[src/rtl/aes_lite_pkg.sv]
// Shared constants and types for the AES-lite output serializer.
// Holds the default cipher byte width and the serializer state encoding.
// Imported by the serializer top and its FIFO.
package aes_lite_pkg;

  localparam int DATA_W = 8;

  typedef enum logic [1:0] {
    S_IDLE  = 2'd0,
    S_SHIFT = 2'd1,
    S_GAP   = 2'd2
  } ser_state_e;

endpackage

[src/rtl/aes_lite_sync_fifo.sv]
// Purpose: synchronous FIFO holding captured cipher bytes ahead of the serializer.
// Latency: a written byte is visible at rd_data the cycle after the write edge.
// Backpressure: writes while full are refused unless a read happens the same cycle.
module aes_lite_sync_fifo #(
  parameter int DATA_W = 8,
  parameter int DEPTH  = 4
) (
  input  logic                       clk,
  input  logic                       rst,
  input  logic                       wr_en,
  input  logic [DATA_W-1:0]          wr_data,
  input  logic                       rd_en,
  output logic [DATA_W-1:0]          rd_data,
  output logic [$clog2(DEPTH+1)-1:0] count,
  output logic                       full,
  output logic                       empty
);
  import aes_lite_pkg::*;

  localparam int AW = (DEPTH > 1) ? $clog2(DEPTH) : 1;
  localparam int CW = $clog2(DEPTH + 1);

  logic [DATA_W-1:0] mem [DEPTH];
  logic [AW-1:0]     wr_ptr;
  logic [AW-1:0]     rd_ptr;
  logic              wr_ok;
  logic              rd_ok;

  assign full    = (count == CW'(DEPTH));
  assign empty   = (count == '0);
  // A simultaneous read frees a slot, so a write into a full FIFO is still accepted.
  assign wr_ok   = wr_en && (!full || rd_en);
  assign rd_ok   = rd_en && !empty;
  assign rd_data = mem[rd_ptr];

  // Storage write; contents need no reset since count gates every read.
  always_ff @(posedge clk) begin
    if (wr_ok) mem[wr_ptr] <= wr_data;
  end

  // Pointers wrap naturally because DEPTH is a power of two; count tracks occupancy.
  always_ff @(posedge clk or posedge rst) begin
    if (rst) begin
      wr_ptr <= '0;
      rd_ptr <= '0;
      count  <= '0;
    end else begin
      if (wr_ok) wr_ptr <= wr_ptr + AW'(1);
      if (rd_ok) rd_ptr <= rd_ptr + AW'(1);
      case ({wr_ok, rd_ok})
        2'b10:   count <= count + CW'(1);
        2'b01:   count <= count - CW'(1);
        default: count <= count;
      endcase
    end
  end

endmodule

[src/rtl/aes_lite_out_serializer.sv]
// Purpose: capture AES-lite result bytes on ready_in rising edges and emit them MSB first.
// Latency: push at edge N into an idle, empty path gives the first valid bit after edge N+1.
// Backpressure: tx_ready low stalls the shifter; a push into a full FIFO with no pop is dropped.
module aes_lite_out_serializer #(
  parameter int DATA_W = aes_lite_pkg::DATA_W,
  parameter int DEPTH  = 4
) (
  input  logic                       clk,
  input  logic                       rst,
  input  logic [DATA_W-1:0]          data_in,
  input  logic                       ready_in,
  input  logic                       tx_ready,
  input  logic                       clear_ovf,
  output logic                       ser_out,
  output logic                       ser_valid,
  output logic                       frame_start,
  output logic [$clog2(DEPTH+1)-1:0] fifo_count,
  output logic                       overflow
);
  import aes_lite_pkg::*;

  localparam int BW = (DATA_W > 1) ? $clog2(DATA_W) : 1;
  localparam logic [BW-1:0] LAST_BIT = BW'(DATA_W - 1);

  logic              ready_q;
  logic              push;
  logic              pop;
  logic              shift;
  logic              fifo_full;
  logic              fifo_empty;
  logic [DATA_W-1:0] head;
  logic [DATA_W-1:0] shreg;
  logic [BW-1:0]     bitcnt;
  ser_state_e        state;
  ser_state_e        state_nxt;

  // Edge detector on ready_in; resets high so a level already present at release is ignored.
  always_ff @(posedge clk or posedge rst) begin
    if (rst) ready_q <= 1'b1;
    else     ready_q <= ready_in;
  end

  assign push = ready_in && !ready_q;

  // Sticky overflow: a dropped byte sets it and wins over a same-cycle clear.
  always_ff @(posedge clk or posedge rst) begin
    if (rst)                              overflow <= 1'b0;
    else if (push && fifo_full && !pop)   overflow <= 1'b1;
    else if (clear_ovf)                   overflow <= 1'b0;
  end

  aes_lite_sync_fifo #(
    .DATA_W (DATA_W),
    .DEPTH  (DEPTH)
  ) u_fifo (
    .clk     (clk),
    .rst     (rst),
    .wr_en   (push),
    .wr_data (data_in),
    .rd_en   (pop),
    .rd_data (head),
    .count   (fifo_count),
    .full    (fifo_full),
    .empty   (fifo_empty)
  );

  // Serializer state register.
  always_ff @(posedge clk or posedge rst) begin
    if (rst) state <= S_IDLE;
    else     state <= state_nxt;
  end

  // Next-state and output decode; outputs are forced low outside S_SHIFT.
  always_comb begin
    state_nxt   = state;
    pop         = 1'b0;
    shift       = 1'b0;
    ser_out     = 1'b0;
    ser_valid   = 1'b0;
    frame_start = 1'b0;
    case (state)
      S_IDLE: begin
        // Loading does not wait for tx_ready so the byte is staged ahead of the sink.
        if (!fifo_empty) begin
          pop       = 1'b1;
          state_nxt = S_SHIFT;
        end
      end
      S_SHIFT: begin
        ser_out     = shreg[DATA_W-1];
        ser_valid   = tx_ready;
        frame_start = tx_ready && (bitcnt == '0);
        if (tx_ready) begin
          shift = 1'b1;
          if (bitcnt == LAST_BIT) state_nxt = S_GAP;
        end
      end
      S_GAP: begin
        state_nxt = S_IDLE;
      end
      default: begin
        state_nxt = S_IDLE;
      end
    endcase
  end

  // Shift register and bit counter: load on pop, advance only on an accepted transfer.
  always_ff @(posedge clk or posedge rst) begin
    if (rst) begin
      shreg  <= '0;
      bitcnt <= '0;
    end else if (pop) begin
      shreg  <= head;
      bitcnt <= '0;
    end else if (shift) begin
      shreg  <= shreg << 1;
      bitcnt <= bitcnt + BW'(1);
    end
  end

endmodule

[config.mk]
export PLATFORM = sky130hd
export DESIGN_NAME = aes_lite_out_serializer
export DESIGN_NICKNAME = d
export VERILOG_FILES = /design/src/rtl/aes_lite_pkg.sv /design/src/rtl/aes_lite_sync_fifo.sv /design/src/rtl/aes_lite_out_serializer.sv
export SDC_FILE = /design/constraint.sdc
export NUM_CORES = 1
export LEC_CHECK = 0
export ABC_AREA = 1
export ABC_CLOCK_PERIOD_IN_PS = 6300
export CORE_MARGIN = 4
export CORE_UTILIZATION = 55
export CTS_CLUSTER_DIAMETER = 150
export DETAILED_ROUTE_END_ITERATION = 6
export HOLD_SLACK_MARGIN = 0.15
export PLACE_DENSITY = 0.76
export SETUP_SLACK_MARGIN = 0.4
export SLEW_MARGIN = 30
export SYNTH_ARGS = -nofsm -noshare
export SYNTH_HDL_FRONTEND = slang
export SYNTH_SLANG_ARGS = --single-unit
[constraint.sdc]
create_clock -name clk -period 6.3 [get_ports clk]
set_input_delay 1.26 -clock clk [delete_from_list [all_inputs] [get_ports clk]]
set_output_delay 1.26 -clock clk [all_outputs]
set_load 0.005 [all_outputs]
==> results_dict.tcl <==
set metrics [dict create \
    drt_pass1_iterations 4 \
    start_util_pct 59.0 \
    avgViaCountPerCell 5.11 \
    wl_per_cell_um 13.1 \
    clock_sinks 54 \
    crit_fanout 10 \
    cp-end-kind "primary output" \
    synth_edf_count 32 \
    die_w_um 74.7 \
    ctsLongestPathBuffers 2 \
    synthFlopType "edfxtp_1" \
    pin_count 20 \
    setup_viol 0 \
    drive_above_1_share_pct 8.56 \
    critPathLaunchType "input port" \
    setup_tns_ps 0 \
    fin_util_pct 66.1 \
    drt_iter0_drc 50 \
    antenna_found_initial 0 \
    hold_viol_final 0 \
    path_clk_slew_ps 100 \
    timing.rr.start "u_fifo.count[1]$_DFFE_PP0P_" \
    post-place-ws_ps 2170 \
    ys_types 31 \
    fin_crit_ps 4110 \
    crit_end "frame_start" \
    worst_ir_drop_vdd_mv 0.237 \
    ctsResizeCount 0 \
    drtAntennaViolNets 0 \
    tightest_slew_ps 813 \
    cts_setup_buffers 0 \
    p_leak_nw 1.20 \
    grt_pass1_wl_mm 6.79 \
    cts-buffers-inserted 5 \
    reg2reg_to "u_fifo.count[2]$_DFFE_PP0P_" \
    hold_buffers 0 \
    num_vias 1568 \
    synth.most_common_cell "nand2_1" \
    grt_max_degree 23 \
    netlist.area_leader.share_pct 39.3 \
    min_path_type "flop to flop" \
    core_area_um2 4140 \
    hold_start "shreg[5]$_DFFE_PP0P_" \
    ys_async_sr_fraction_pct 40.7 \
    place.gp.congestion 0.700 \
    crit_type "input port to primary output" \
    die_h_um 74.7 \
    drt_wl_total_mm 4.02 \
    io_buffers 19 \
    ys_seq_area_share_pct 61.9 \
    power.density_nw_per_um2 406 \
    ys_seq_elements 54 \
    avgSynthCellArea_um2 10.4 \
    num_rows 23 \
    yosysWarnings 0 \
    drc 0 \
    worst_slack_ps 2190 \
    ctsRootBufferMaster "clkbuf_8" \
    crit_start "tx_ready" \
    relSlewSlack_pct 45.7 \
    finClkSkew_ps 13.4 \
    grt_usage_pct 16.6 \
    crit_arrival_ps 2850 \
    required_ps 5040 \
    syn_area_um2 2440 \
    grt_pass1_vias 1495 \
    synth_top_cell_by_area "edfxtp_1" \
    reg2regPathDepth 9 \
    area_delta_synth_final_pct 12.0 \
    holdWs_ps 495 \
    outcome "completed" \
    nets 278 \
    synth_fp_nets 257 \
    drv_slew 0 \
    synth_area_leaders "edfxtp_1, dfrtp_1, nand2_1, nand3_1, inv_1" \
    yosys-top-cells-count "nand2_1, nand3_1, edfxtp_1" \
    fin_crit_sh_pct 65.3 \
    overflow 0 \
    dp_hpwl_mm 2.83 \
    power.total_w 0.00111 \
    max_freq_mhz 243 \
    syn-instance-count 235 \
    rsz0062_at_grt "no" \
    rrSetupSlack_ps 4060 \
    antenna-diode-count 0 \
    die-area_um2 5570 \
    maxCapViolCount 0 \
    cts_tree "done" \
    cts_max_level 2 \
    insertion_delay_ps 310 \
]
-- state kept, by name (all words and copies together), names as in the netlist --
name,count
u_fifo.mem,32
shreg,8
bitcnt,3
u_fifo.count,3
state,2
u_fifo.rd_ptr,2
u_fifo.wr_ptr,2
overflow,1
ready_q,1
-- metrics by stage --
step                      instance area [um2]  cells
after floorplan                          2440    235
after global placement                   2650    299
after detailed placement                 2650    299
after CTS                                2740    307
after global routing                     2740    307
final                                    2740    307
-- worst min path at each step --
stage                                end  cells past startpoint
floorplan           shreg[3]$_DFFE_PP0P_                      2
global placement    shreg[6]$_DFFE_PP0P_                      2
detailed placement  shreg[6]$_DFFE_PP0P_                      2
CTS                 shreg[6]$_DFFE_PP0P_                      2
global route        shreg[6]$_DFFE_PP0P_                      2
finish              shreg[6]$_DFFE_PP0P_                      2
-- per-layer routing --
metal / global-route usage, % / up-vias / part of all wire, %
met2: 27.6 / 31 / 50
met5: 0 / - / 0
met1: 21.4 / 732 / 44
met4: 5.34 / 0 / 1.2
li1: - / 800 / -
met3: 4.41 / 5 / 4.2
-- cells in the final DEF (no fill, tap or decap), types with 2 or more instances in the layout --
cell type | synthesis | layout
inv_2 | 2 | 2
nor2_1 | 9 | 9
dfrtp_1 | 21 | 21
nand2_1 | 63 | 63
inv_4 | 1 | 2
clkbuf_8 | 0 | 5
nand3_1 | 38 | 38
nand4_1 | 2 | 2
edfxtp_1 | 32 | 32
nand2_4 | 2 | 2
o21ai_1 | 3 | 3
clkdlybuf4s50_1 | 0 | 19
inv_1 | 30 | 30
o21ai_0 | 4 | 4
clkinv_2 | 1 | 2
ha_1 | 8 | 8
-- logic make-up after synthesis --
kind of cell	after synthesis	synth area share [%]
and+or+nand+nor	119	21.7
adders and majority gates	9	4.92
xor gates and xnor gates	3	1.38
buffers and inverters	40	7.48
DFF	54	61.9
AOI/OAI and AO/OA	10	2.66
-- final cells by class --
type                    instances  area [um2]
clock buffers                   5        68.8
clock inverters                 3        20.0
fillers                       348        1410
inverters                      35         135
multi-input cells             141         748
flip-flops and latches         54        1510
well taps                      50        62.6
repair buffers                 19         190
-- power by group --
part	leakage [nW]	switching, W	internal [W]
registers	0.559	0.0000731	0.000459
logic	0.592	0.000232	0.000160
clock network	0.0484	0.000110	0.0000785
-- worst max-delay path, cell delays in order --
cell and delay [ps]:
clkdlybuf4s50_1 540, nand3_2 210, clkinv_2 170, nand2_1 70, nor2_1 100, clkdlybuf4s50_1 510
(Power assumes the default switching activity.)
